<file path="src/rtl/seven_seg_scan_decoder_if.sv">
// Display-pin bundle for the scanned 7-segment decoder: the scanned bus in,
// the reconstructed frame out.
interface seven_seg_scan_decoder_if #(
  parameter int DIGITS = 4
);
  logic [DIGITS-1:0]   an_n;
  logic [7:0]          seg;
  logic [4*DIGITS-1:0] digits;
  logic [DIGITS-1:0]   points;
  logic [DIGITS-1:0]   err_mask;
  logic                frame_valid;
  logic                stale;

  modport master (
    output an_n, seg,
    input  digits, points, err_mask, frame_valid, stale
  );

  modport slave (
    input  an_n, seg,
    output digits, points, err_mask, frame_valid, stale
  );
endinterface

</file>
<file path="src/rtl/seven_seg_scan_decoder.sv">
// Receive-side decoder for a scanned active-low 7-segment bus: qualifies each digit dwell,
// decodes it back to BCD plus point, and publishes whole frames. Macro SEG_SCAN_TIMEOUT_EN adds stale detection.
module seven_seg_scan_decoder #(
  parameter int DIGITS         = 4,
  parameter int STABLE_CYCLES  = 16,
  parameter int TIMEOUT_CYCLES = 1000000
) (
  input logic                     clk,
  input logic                     rst,
  seven_seg_scan_decoder_if.slave bus
);

  localparam int CW = $clog2(STABLE_CYCLES + 1);
  localparam int IW = (DIGITS > 1) ? $clog2(DIGITS) : 1;

  typedef enum logic [1:0] {IDLE, SETTLE, CAPTURED} state_t;

  // A single-sample dwell would make "stable" meaningless; refuse such builds.
  if (STABLE_CYCLES < 2 || TIMEOUT_CYCLES < 1) begin : g_param_check
    $error("seven_seg_scan_decoder: STABLE_CYCLES must be >= 2 and TIMEOUT_CYCLES >= 1");
  end

  logic [DIGITS-1:0]   r_an_q, r_an_prev;
  logic [7:0]          r_seg_q, r_seg_prev;
  state_t              r_state;
  logic [CW-1:0]       r_count;
  logic [DIGITS-1:0]   r_seen;
  logic [4*DIGITS-1:0] r_shadow_code;
  logic [DIGITS-1:0]   r_shadow_pt, r_shadow_err;
  logic [4*DIGITS-1:0] r_digits;
  logic [DIGITS-1:0]   r_points, r_err_mask;
  logic                r_frame_valid;

  logic [DIGITS-1:0]   w_low, w_onehot;
  logic                w_an_valid, w_same, w_capture, w_frame_done;
  logic [IW-1:0]       w_index;
  logic [3:0]          w_code;
  logic                w_err, w_point;

  always_ff @(posedge clk) begin
    if (rst) begin
      r_an_q     <= '1;
      r_an_prev  <= '1;
      r_seg_q    <= '1;
      r_seg_prev <= '1;
    end else begin
      r_an_q     <= bus.an_n;
      r_seg_q    <= bus.seg;
      r_an_prev  <= r_an_q;
      r_seg_prev <= r_seg_q;
    end
  end

  assign w_low      = ~r_an_q;
  assign w_an_valid = (w_low != '0) && ((w_low & (w_low - DIGITS'(1))) == '0);
  assign w_same     = (r_an_q == r_an_prev) && (r_seg_q == r_seg_prev);

  always_comb begin
    w_index = '0;
    for (int i = 0; i < DIGITS; i++) begin
      if (w_low[i]) w_index = IW'(i);
    end
  end

  // Blank (all segments dark) is a legal digit; any unknown lit pattern is flagged.
  always_comb begin
    w_err = 1'b0;
    case (r_seg_q[6:0])
      7'h40:   w_code = 4'h0;
      7'h79:   w_code = 4'h1;
      7'h24:   w_code = 4'h2;
      7'h30:   w_code = 4'h3;
      7'h19:   w_code = 4'h4;
      7'h12:   w_code = 4'h5;
      7'h02:   w_code = 4'h6;
      7'h78:   w_code = 4'h7;
      7'h00:   w_code = 4'h8;
      7'h10:   w_code = 4'h9;
      7'h7F:   w_code = 4'hF;
      default: begin
        w_code = 4'hE;
        w_err  = 1'b1;
      end
    endcase
  end

  assign w_point      = ~r_seg_q[7];
  assign w_onehot     = DIGITS'(1) << w_index;
  assign w_capture    = (r_state == SETTLE) && w_an_valid && w_same &&
                        (r_count == CW'(STABLE_CYCLES - 1));
  assign w_frame_done = w_capture && ((r_seen | w_onehot) == '1);

  // Dwell qualification, shadow capture and frame publish share one edge.
  always_ff @(posedge clk) begin
    if (rst) begin
      r_state       <= IDLE;
      r_count       <= '0;
      r_seen        <= '0;
      r_shadow_code <= '1;
      r_shadow_pt   <= '0;
      r_shadow_err  <= '0;
      r_digits      <= '1;
      r_points      <= '0;
      r_err_mask    <= '0;
      r_frame_valid <= 1'b0;
    end else begin
      r_frame_valid <= 1'b0;
      case (r_state)
        IDLE: begin
          if (w_an_valid) begin
            r_state <= SETTLE;
            r_count <= CW'(1);
          end else begin
            r_count <= '0;
          end
        end
        SETTLE: begin
          if (!w_an_valid) begin
            r_state <= IDLE;
            r_count <= '0;
          end else if (!w_same) begin
            r_count <= CW'(1);
          end else if (w_capture) begin
            r_state <= CAPTURED;
            r_count <= CW'(STABLE_CYCLES);
          end else begin
            r_count <= r_count + CW'(1);
          end
        end
        CAPTURED: begin
          if (!w_same) begin
            r_state <= w_an_valid ? SETTLE : IDLE;
            r_count <= w_an_valid ? CW'(1) : '0;
          end
        end
        default: begin
          r_state <= IDLE;
          r_count <= '0;
        end
      endcase

      if (w_capture) begin
        r_shadow_code[4*w_index +: 4] <= w_code;
        r_shadow_pt[w_index]          <= w_point;
        r_shadow_err[w_index]         <= w_err;
        if (w_frame_done) begin
          for (int i = 0; i < DIGITS; i++) begin
            if (IW'(i) == w_index) begin
              r_digits[4*i +: 4] <= w_code;
              r_points[i]        <= w_point;
              r_err_mask[i]      <= w_err;
            end else begin
              r_digits[4*i +: 4] <= r_shadow_code[4*i +: 4];
              r_points[i]        <= r_shadow_pt[i];
              r_err_mask[i]      <= r_shadow_err[i];
            end
          end
          r_seen        <= '0;
          r_frame_valid <= 1'b1;
        end else begin
          r_seen <= r_seen | w_onehot;
        end
      end
    end
  end

  assign bus.digits      = r_digits;
  assign bus.points      = r_points;
  assign bus.err_mask    = r_err_mask;
  assign bus.frame_valid = r_frame_valid;

`ifdef SEG_SCAN_TIMEOUT_EN
  localparam int TW = $clog2(TIMEOUT_CYCLES + 1);

  logic [TW-1:0] r_timeout;
  logic          r_stale;

  // Saturating age of the last frame; stale latches until the next frame edge.
  always_ff @(posedge clk) begin
    if (rst) begin
      r_timeout <= '0;
      r_stale   <= 1'b0;
    end else if (w_frame_done) begin
      r_timeout <= '0;
      r_stale   <= 1'b0;
    end else if (r_timeout != TW'(TIMEOUT_CYCLES)) begin
      r_timeout <= r_timeout + TW'(1);
      if (r_timeout == TW'(TIMEOUT_CYCLES - 1)) r_stale <= 1'b1;
    end
  end

  assign bus.stale = r_stale;
`else
  assign bus.stale = 1'b0;
`endif

endmodule
</file>
<file path="src/flat_wrapper.sv">
// flat-port wrapper written by rule: the top's interface ports become plain ports
module seven_seg_scan_decoder_flat 
#(
  parameter int DIGITS         = 4,
  parameter int STABLE_CYCLES  = 16,
  parameter int TIMEOUT_CYCLES = 1000000
)
  (clk, rst, bus_an_n, bus_seg, bus_digits, bus_points, bus_err_mask, bus_frame_valid, bus_stale);
  seven_seg_scan_decoder_if #(.DIGITS(DIGITS)) bus_i ();
  input logic clk;
  input logic rst;
  input wire logic [$bits(bus_i.an_n)-1:0] bus_an_n;
  input wire logic [$bits(bus_i.seg)-1:0] bus_seg;
  output wire logic [$bits(bus_i.digits)-1:0] bus_digits;
  output wire logic [$bits(bus_i.points)-1:0] bus_points;
  output wire logic [$bits(bus_i.err_mask)-1:0] bus_err_mask;
  output wire logic [$bits(bus_i.frame_valid)-1:0] bus_frame_valid;
  output wire logic [$bits(bus_i.stale)-1:0] bus_stale;
  assign bus_i.an_n = bus_an_n;
  assign bus_i.seg = bus_seg;
  assign bus_digits = bus_i.digits;
  assign bus_points = bus_i.points;
  assign bus_err_mask = bus_i.err_mask;
  assign bus_frame_valid = bus_i.frame_valid;
  assign bus_stale = bus_i.stale;
  seven_seg_scan_decoder #(.DIGITS(DIGITS), .STABLE_CYCLES(STABLE_CYCLES), .TIMEOUT_CYCLES(TIMEOUT_CYCLES)) u_core (.clk(clk), .rst(rst), .bus(bus_i));
endmodule
</file>
<file path="config.mk">
export PLATFORM = sky130hd
export DESIGN_NAME = seven_seg_scan_decoder_flat
export DESIGN_NICKNAME = d
export VERILOG_FILES = /design/src/rtl/seven_seg_scan_decoder_if.sv /design/src/rtl/seven_seg_scan_decoder.sv /design/src/flat_wrapper.sv
export SDC_FILE = /design/constraint.sdc
export NUM_CORES = 1
export LEC_CHECK = 0
export CAP_MARGIN = 20
export CORE_UTILIZATION = 40
export CTS_CLUSTER_DIAMETER = 30
export DETAILED_ROUTE_END_ITERATION = 10
export PLACE_DENSITY = 0.59
export SYNTH_ARGS = -nofsm -noshare
export SYNTH_HDL_FRONTEND = slang
export SYNTH_SLANG_ARGS = --single-unit
</file>
<file path="constraint.sdc">
create_clock -name clk -period 3.28 [get_ports clk]
set_input_delay 0.656 -clock clk [delete_from_list [all_inputs] [get_ports clk]]
set_output_delay 0.656 -clock clk [all_outputs]
set_load 0.1 [all_outputs]
</file>
==> metrics.csv, run 1 <==
metric,value,unit
status,finished clean,
Post-synth EDFFs,0,
drt first pass iters,4,
Final min period,2.898,ns
synth warn,0,
Worst setup EP type,flip-flop,
Synth Flop Type,dfxtp_1,
Reg2Reg Depth,9,
hold buffers post-CTS,0,
iteration-0 DRC count of the detailed router,134,
Synth area leader,dfxtp_1,
RSZ-0062 raised after global routing,false,
hpwl dp,5.737,mm
NetSw,0.5154,mW
ys async rst share,0,
worst path required time,3.55,ns
Clock Pin Slew Worst Setup and Hold Paths,0.08,ns
vias,3043,
Resized Gates After CTS,0,
Crit path arrival time,3.16,ns
grt total ovfl,0,
DIE HEIGHT,100.2,um
"Cell Area, Placed",4118,um^2
GRT Total Usage,0.1784,
placer congestion estimate,0.8939,
Setup-failing EPs final,0,
Buffers on Ports,38,
DR vias/cell,5.274,
"Cell Area, Synth",3855,um^2
Core Region,9284,um^2
Rows,35,
worst hold path class,reg2reg,
slowest CP cell,dfxtp_1,
initial antenna violation count,0,
WL/cell,14.65,um
Post-synth top cells,"dfxtp_1, a21oi_1, nor2_1, or2_2",
crit path max fanout,12,
Power Total,1.994,mW
Clock Latency Late Sink,0.37,ns
period utilization,0.8836,
initial core utilization,0.4152,
Rel. slew slack,0.6120,
most frequent CP cell,inv_1,
die area,10030,um^2
first-pass GRT wire length,13.97,mm
switch share,0.2585,
fin area,4327,um^2
reg2reg setup slack,0.38,ns
top-area cell type share of the netlist area,0.4362,
Cells after Synth,421,
Worst-Margin Slew,0.5810,ns
Cells after DPL,561,
Final Hold Viols,0,
CTS Buffer Depth,2,
Final #Nets,467,
die width,100.2,um
Bufs and invs on worst path,3,
CP endpoint,u_core.bus.err_mask[2],
P_leak,1.692,nW
Clk network pwr share,0.389,
fin cells,577,
"Avg Cell Area, Syn",9.157,um^2
register area share after synthesis,0.4362,
Synth Net Count,445,
Pint,1.479,mW
CP Class,reg2reg,
power share of the combinational group,0.080,
Post-Route WL,8.455,mm
number of antenna diodes,0,
Max VDD drop,206.7,uV
htree depth,3,
Worst Clk Skew,0.01405,ns
CTS root buffer,clkbuf_8,
DRT antenna net count,0,
CTS tree,yes,
DRC Markers,0,
top-count cell post-synth,dfxtp_1,
distinct cell type count after synthesis,54,
Worst R2R End,u_core.bus.err_mask[2],
crit path from,u_core.r_an_q[2],
TritonCTS buffer count,9,
Worst setup SP type,flip-flop,
largest net degree at the start of global routing,58,
vias in the first global route,2805,
Peak Freq,0.3450,GHz
Synth area leaders,"dfxtp_1, a21oi_1, or2_2",
share of post-route cells with drive strength above 1,0.1875,
CP max stage delay,0.47,ns
IO Count,40,
CP Depth,9,
Final Max Tran Viols,0,
Power Density,460.9,nW/um^2
setup TNS,0,ns
Critical R2R Launch,u_core.r_an_q[2],
Max-cap violations,0,
CP Cell Sequence,nand2_1 > inv_1 > ha_1 > inv_1 > a221oi_1 > and4_1 > buf_4 > nor2_1 > a211oi_1,
clock sink count,84,
Top delay family on crit path,compound AO/OA/AOI/OAI gates,
Post-CTS Setup Bufs,0,
area grow syn2layout,12.24,%
Yosys reg bits,84,
Flop pwr share,0.532,
==> worst register-to-register path: cells and delay by family (launching register included) <==
kind	cells	cell delay, ns
compound gates	2	0.69
fa+ha+maj	1	0.44
buf+inv	3	0.59
flops	1	0.47
simple gates	3	0.63
==> routing by layer <==
layer | GRT usage | routed length (um) | part of all wire
met3 | 0.04178 | 338 | 0.040
met4 | 0.06689 | 112 | 0.013
met1 | 0.2495 | 4300 | 0.51
met5 | 0 | 0 | 0
met2 | 0.2671 | 3704 | 0.44
==> stage by stage <==
stage	utilization	hold WS [ns]	setup WS, ns
finish	0.4660	0.4585	0.3816
global route	0.4660	0.4901	0.09636
CTS	0.4660	0.4644	0.3832
detailed placement	0.4435	0.4507	0.4405
global placement	0.4435	0.4483	0.5666
floorplan	-	0.4340	0.7741
==> registers in the layout, indices dropped and copies added, names as in the netlist <==
register / cells
u_core.bus.digits: 16
u_core.r_seg_prev: 8
u_core.r_state: 2
u_core.r_count: 5
u_core.r_seg_q: 8
u_core.bus.err_mask: 4
u_core.r_shadow_pt: 4
u_core.r_an_prev: 4
u_core.r_an_q: 4
u_core.r_shadow_code: 16
u_core.bus.frame_valid: 1
u_core.bus.points: 4
u_core.r_seen: 4
u_core.r_shadow_err: 4
==> power groups by stage <==
stage                     registers [mW]  clock network [mW]  logic (mW)
after floorplan                     1.07                   0       0.144
after global placement              1.08                   0       0.157
after detailed placement            1.08                   0       0.157
after CTS                           1.06               0.797       0.159
after global routing                1.06               0.843       0.175
final                               1.06               0.775       0.159
==> cells by family (layout without fill, tap and decap cells) <==
kind of cell	after synthesis	count (layout)	synth area share
and+or+nand+nor	137	137	0.1970
AOI/OAI and AO/OA	112	112	0.1866
DFF	84	84	0.4362
buffers and inverters	53	80	0.08893
xor gates and xnor gates	14	14	0.03181
adders and majority gates	10	10	0.03246
muxes	10	10	0.02597
other	1	1	0.0009728
==> cell type report <==
class / count / area [um^2]
well taps: 129 / 161.4
clock inverters: 6 / 71.32
repair buffers: 47 / 380.4
inverters: 17 / 63.81
flip-flops and latches: 84 / 1682
multi-input cells: 284 / 1831
fillers: 929 / 4957
clock buffers: 10 / 137.6
==> how the worst min path moves through the flow <==
stage	from	endpoint	slack, ns	depth (start not counted)
floorplan	u_core.r_seen[1]	u_core.r_seen[1]	0.43	2
global placement	u_core.bus.points[2]	u_core.bus.points[2]	0.45	2
detailed placement	u_core.r_seen[3]	u_core.r_seen[3]	0.45	2
CTS	u_core.bus.points[1]	u_core.bus.points[1]	0.46	2
global route	u_core.bus.points[0]	u_core.bus.points[0]	0.49	2
finish	u_core.bus.points[2]	u_core.bus.points[2]	0.46	2
==> cell usage in the layout, fill, tap and decap left out, types with 2 or more instances in the layout <==
cell type        synthesis  layout
and4b_1                  2       2
dfxtp_1                 84      84
nor3b_1                  2       2
mux2i_1                 10      10
xnor2_1                 13      13
a211o_1                 14      14
inv_1                   17      17
o21ai_0                 19      19
buf_4                    3      34
nor3_1                   8       8
and3_1                   2       2
nand3_1                  5       5
o22ai_1                  2       2
ha_1                    10      10
o211ai_1                 4       4
nand2_1                 21      21
clkinvlp_4               0       2
nor2_1                  39      39
clkdlybuf4s50_1          0      12
or2_2                   26      26
nand4_1                 14      14
clkbuf_8                 8      10
o21a_1                   2       2
a21oi_1                 41      41
nor4b_1                  2       2
inv_6                    0       2
and2_1                   2       2
and3_2                   2       2
a211oi_1                21      21
No activity file was read; power rests on OpenSTA's default activity.
==> run 2: changes to the inputs <==
CTS_CLUSTER_SIZE = 24   (was default)
==> results of run 2 <==
Same layout as run 1: the final DEF is identical, and so are final timing and power.
==> run 3: changes to the inputs <==
HOLD_SLACK_MARGIN = 0.02   (was default)
==> results of run 3 <==
Same layout as run 1: the final DEF is identical, and so are final timing and power.
==> RTL change 1, RTL diff (flow settings as in run 1) <==
`STABLE_CYCLES` is set to 16 in 2 places; all go to 32.
--- a/src/rtl/seven_seg_scan_decoder.sv
+++ b/src/rtl/seven_seg_scan_decoder.sv
@@ -3,5 +3,5 @@
 module seven_seg_scan_decoder #(
   parameter int DIGITS         = 4,
-  parameter int STABLE_CYCLES  = 16,
+  parameter int STABLE_CYCLES  = 32,
   parameter int TIMEOUT_CYCLES = 1000000
 ) (
--- a/src/flat_wrapper.sv
+++ b/src/flat_wrapper.sv
@@ -3,5 +3,5 @@
 #(
   parameter int DIGITS         = 4,
-  parameter int STABLE_CYCLES  = 16,
+  parameter int STABLE_CYCLES  = 32,
   parameter int TIMEOUT_CYCLES = 1000000
 )
Check against the original RTL: no difference found for any inputs over 10 cycles, from zero or initial values and one cycle with rst high; that may be too few to reach the edited logic, so the function may still have changed.
==> RTL change 1 against run 1 <==
Synthesized area shrank 2.2%. Hold slack better by 0.0034 ns. Highest routed layer unchanged. Global-route usage fell by 0.44 points. Critical path type unchanged. Worst setup slack better by 0.28 ns. Core utilization decreased by 0.47 points. Sequential cell count is 1 higher. Critical endpoint is now u_core.bus.digits[8]. Final area down 1.9%. Die area shrank 2.1%. Routed wire length down 4.8%. Power fell by 0.80%.
==> RTL change 1: results (changes against run 1) <==
synthArstFlopShare: 0  # unchanged
synth_mux_area_frac: 0.04910  # +0.02314
power_leakage_uw: 0.001560  # -7.8%
fin_worst_skew_ns: 0.006265  # -0.007786 ns
grtUsageTotal: 0.1741  # -0.004385
met2_length_um: 3624  # -2.2%
critical-path-top-delay-family: "simple AND/OR/NAND/NOR gates"
dp_hpwl_um: 5297  # -7.7%
p_int_uw: 1519  # +2.7%
r2r_cells: 6  # -3
synth_cell_types: 66  # +22%
place_area_mm2: 0.004044  # -1.8%
wl_met3_um: 437  # +29%
crit_arrival_ns: 2.83  # -0.33 ns
r2r_start: "u_core.r_an_q[3]"
place_congestion: 0.7340  # -18%
drive_above_1_share: 0.1918  # +0.004281
hp-start: "u_core.bus.points[0]"
ff2ff_setup_slack_ns: 0.67  # +0.28 ns
synthTopCellsByCount: "85 x dfxtp_1, 44 x nand2_1, 32 x nor2_1"
cpPeakStageDelay_ns: 0.65  # +0.18 ns
drt-met1-wl_um: 3914  # -9.0%
whs_ns: 0.4619  # +0.003411 ns
hold_path_end: "u_core.bus.points[0]"
grt_pass1_wl_um: 13240  # -5.2%
syn-num-nets: 429  # -3.6%
worst_slew_pin_slew_ns: 0.8528  # +0.2718 ns
cp_max_fo: 26  # +14
synth-seq-area-share: 0.4512  # +0.01501
cts_inserted_buffers: 9  # unchanged
netlist_top_cells_area: "dfxtp_1 45%, nand2_1 4.4%, a21oi_1 3.8%"
portBuffers: 38  # unchanged
synth_compound_area_frac: 0.1430  # -0.04363
yosys.area_share.adder: 0.003318  # -0.02914
wl_um: 8053  # -4.8%
grt_pass1_vias: 2616  # -6.7%
status: "completed"
vias: 2903  # -4.6%
final_net_count: 450  # -3.6%
htreeDepth: 3  # unchanged
## RTL change 1: power groups by stage
stage | Clock [µW] | Combinational (µW) | Sequential (µW)
after global routing | 834 | 160 | 1080
final | 758 | 146 | 1070
after floorplan | 0 | 123 | 1080
after CTS | 781 | 148 | 1070
after global placement | 0 | 146 | 1100
after detailed placement | 0 | 147 | 1100
## RTL change 1: layout make-up
| type | instances | area [µm²] |
|---|---|---|
| Sequential cell | 85 | 1702 |
| Inverter | 6 | 22.52 |
| Timing Repair Buffer | 43 | 350.3 |
| Fill cell | 922 | 4954 |
| Clock inverter | 1 | 30.03 |
| Clock buffer | 13 | 168.9 |
| Multi-Input combinational cell | 290 | 1831 |
| Tap cell | 111 | 138.9 |
## RTL change 1: worst max path at each step
stage / from / end / slack, ns / depth (start not counted)
floorplan: u_core.r_count[0] / u_core.bus.digits[0] / 1.25 / 8
global placement: u_core.r_an_q[3] / u_core.bus.digits[8] / 0.76 / 6
detailed placement: u_core.r_an_q[3] / u_core.bus.digits[4] / 0.70 / 6
CTS: u_core.r_an_q[3] / u_core.bus.digits[4] / 0.67 / 6
global route: u_core.r_an_q[3] / u_core.bus.digits[0] / 0.45 / 6
finish: u_core.r_an_q[3] / u_core.bus.digits[8] / 0.67 / 6
## RTL change 1: stage by stage
step                utilization  instances  power (µW)
floorplan                     -        414        1205
global placement         0.4397        535        1244
detailed placement       0.4397        535        1245
CTS                      0.4614        549        2002
global route             0.4614        549        2072
finish                   0.4614        549        1978
## RTL change 1: routing by layer
| layer | vias up | global-route usage |
|---|---|---|
| li1 | 1483 | - |
| met1 | 1348 | 0.2399 |
| met2 | 65 | 0.2673 |
| met3 | 7 | 0.04357 |
| met4 | 0 | 0.05769 |
| met5 | - | 0 |
==> RTL change 2, RTL diff (config.mk and constraints of run 1) <==
Made on the original files. Re-encode `state_t` (3 states) as one-hot, 3 bits wide.
--- a/src/rtl/seven_seg_scan_decoder.sv
+++ b/src/rtl/seven_seg_scan_decoder.sv
@@ -14,5 +14,5 @@
   localparam int IW = (DIGITS > 1) ? $clog2(DIGITS) : 1;
 
-  typedef enum logic [1:0] {IDLE, SETTLE, CAPTURED} state_t;
+  typedef enum logic [2:0] {IDLE = 3'b001, SETTLE = 3'b010, CAPTURED = 3'b100} state_t;
 
   // A single-sample dwell would make "stable" meaningless; refuse such builds.
Formal check against the unedited RTL: same outputs for any inputs over 10 cycles, from zero or initial values and one cycle with rst high; not proved beyond that.
==> RTL change 2 against run 1 <==
Non-clock buffer count rose by 2. Critical endpoint is now u_core.bus.digits[4]. Clock power fell by 3.6%. Worst setup slack improved by 0.33 ns. Routed wire length rose by 3.3%. Core utilization rose by 1.6 points. Sequential cell count rose by 1. Synthesized area rose by 0.16%. First-iteration DRC count fell by 40%. Critical path depth fell by 2. Final area rose by 3.5%. Critical path type unchanged. Power rose by 0.54%. Synthesized cell count rose by 1.2%. Clock skew rose by 0.0034 ns.
==> RTL change 2: results (changes against run 1) <==
status: "completed"
netlist_top_cells_area: "dfxtp_1 44%, a21oi_1 4.7%, nand2_1 3.5%"
place_congestion: 0.7585  # -15%
synth_compound_area_frac: 0.1931  # +0.006503
clock.fmax_ghz: 0.3898  # +13%
use_met2: 0.3066  # +0.03952
met2_length_um: 4267  # +15%
synth_mux_area_frac: 0.04537  # +0.01940
drive_above_1_share: 0.1987  # +0.01119
drt_first_pass_iters: 4  # unchanged
place_area_mm2: 0.004282  # +4.0%
fin_worst_skew_ns: 0.01740  # +0.003352 ns
peakVddDrop_mv: 0.2686  # +30%
wl_um: 8730  # +3.3%
dp_slack_ns: 0.6873  # +0.2468 ns
avgSynthCellArea_um2: 9.064  # -1.0%
dp_hpwl_um: 6045  # +5.4%
antennaDiodeCount: 0  # unchanged
ctsRootBufferMaster: "clkbuf_8"
synth_cell_types: 58  # +7.4%
dp.cells: 572  # +2.0%
wl_met3_um: 288  # -15%
met1_usage: 0.2422  # -0.007267
grt_pass1_wl_um: 14740  # +5.5%
r2r_cells: 7  # -2
cp-startpoint: "u_core.r_seg_q[3]"
cpPeakStageDelay_ns: 0.55  # +0.08 ns
synthTopCellsByCount: "85 x dfxtp_1, 36 x a21oi_1, 36 x nand2_1"
crit_arrival_ns: 2.75  # -0.41 ns
ctsResizeCount: 0  # unchanged
synthXorXnorAreaFrac: 0.03402  # +0.002217
grtUsageTotal: 0.1862  # +0.007732
worst_slew_pin_slew_ns: 0.6246  # +0.04364 ns
yosys.area_share.adder: 0.03240  # -0.00005259
dominantRegCellSynth: "dfxtp_1"
synth-seq-area-share: 0.4407  # +0.004478
htreeDepth: 3  # unchanged
via_per_inst: 5.334  # +1.1%
drt-met1-wl_um: 4018  # -6.6%
vias: 3131  # +2.9%
top_layer: "met4"
cp_max_fo: 29  # +17
final_net_count: 478  # +2.4%
post_cts_buffers: 0  # unchanged
dr.first_iter.drc_count: 81  # -40%
syn-num-nets: 450  # +1.1%
r2r-end: "u_core.bus.digits[4]"
gr-usage-met3: 0.03273  # -0.009053
insertion_delay_ns: 0.34  # -0.03 ns
grt_start_max_net_pins: 40  # -31%
ff2ff_setup_slack_ns: 0.71  # +0.33 ns
power_leakage_uw: 0.001702  # +0.55%
-- RTL change 2: cell type report --
type | instances | area, µm²
Fill cell | 942 | 4806
Multi-Input combinational cell | 300 | 1989
Tap cell | 129 | 161.4
Inverter | 9 | 33.78
Clock buffer | 10 | 137.6
Sequential cell | 85 | 1702
Clock inverter | 5 | 58.81
Timing Repair Buffer | 49 | 395.4
-- RTL change 2: power by group --
| part | internal (µW) | total (µW) | switching, µW |
|---|---|---|---|
| Combinational | 75.7 | 184 | 108 |
| Sequential | 1050 | 1070 | 26.1 |
| Clock | 370 | 747 | 376 |
| Total | 1490 | 2000 | 510 |
-- RTL change 2: how the worst min path moves through the flow --
stage	end	start	slack, ns	depth (start not counted)
floorplan	u_core.r_shadow_err[0]	u_core.r_shadow_err[0]	0.43	2
global placement	u_core.bus.points[2]	u_core.bus.points[2]	0.44	2
detailed placement	u_core.bus.points[2]	u_core.bus.points[2]	0.45	2
CTS	u_core.r_shadow_err[3]	u_core.r_shadow_err[3]	0.46	2
global route	u_core.bus.points[2]	u_core.bus.points[2]	0.47	2
finish	u_core.bus.points[2]	u_core.bus.points[2]	0.45	2
-- RTL change 2: critical path, delay by kind of cell (launching register included) --
kind | cells | cell delay, ns
xor gates and xnor gates | 1 | 0.18
buffers and inverters | 1 | 0.35
AOI/OAI and AO/OA | 1 | 0.09
DFF | 1 | 0.55
and+or+nand+nor | 4 | 1.23
-- RTL change 2: logic make-up (layout without fill, tap and decap cells) --
family | after synthesis | in the layout
compound gates | 112 | 112
fa+ha+maj | 10 | 10
xor+xnor | 15 | 15
mux | 17 | 17
flops | 85 | 85
simple gates | 145 | 145
other cells | 1 | 1
buf+inv | 41 | 73
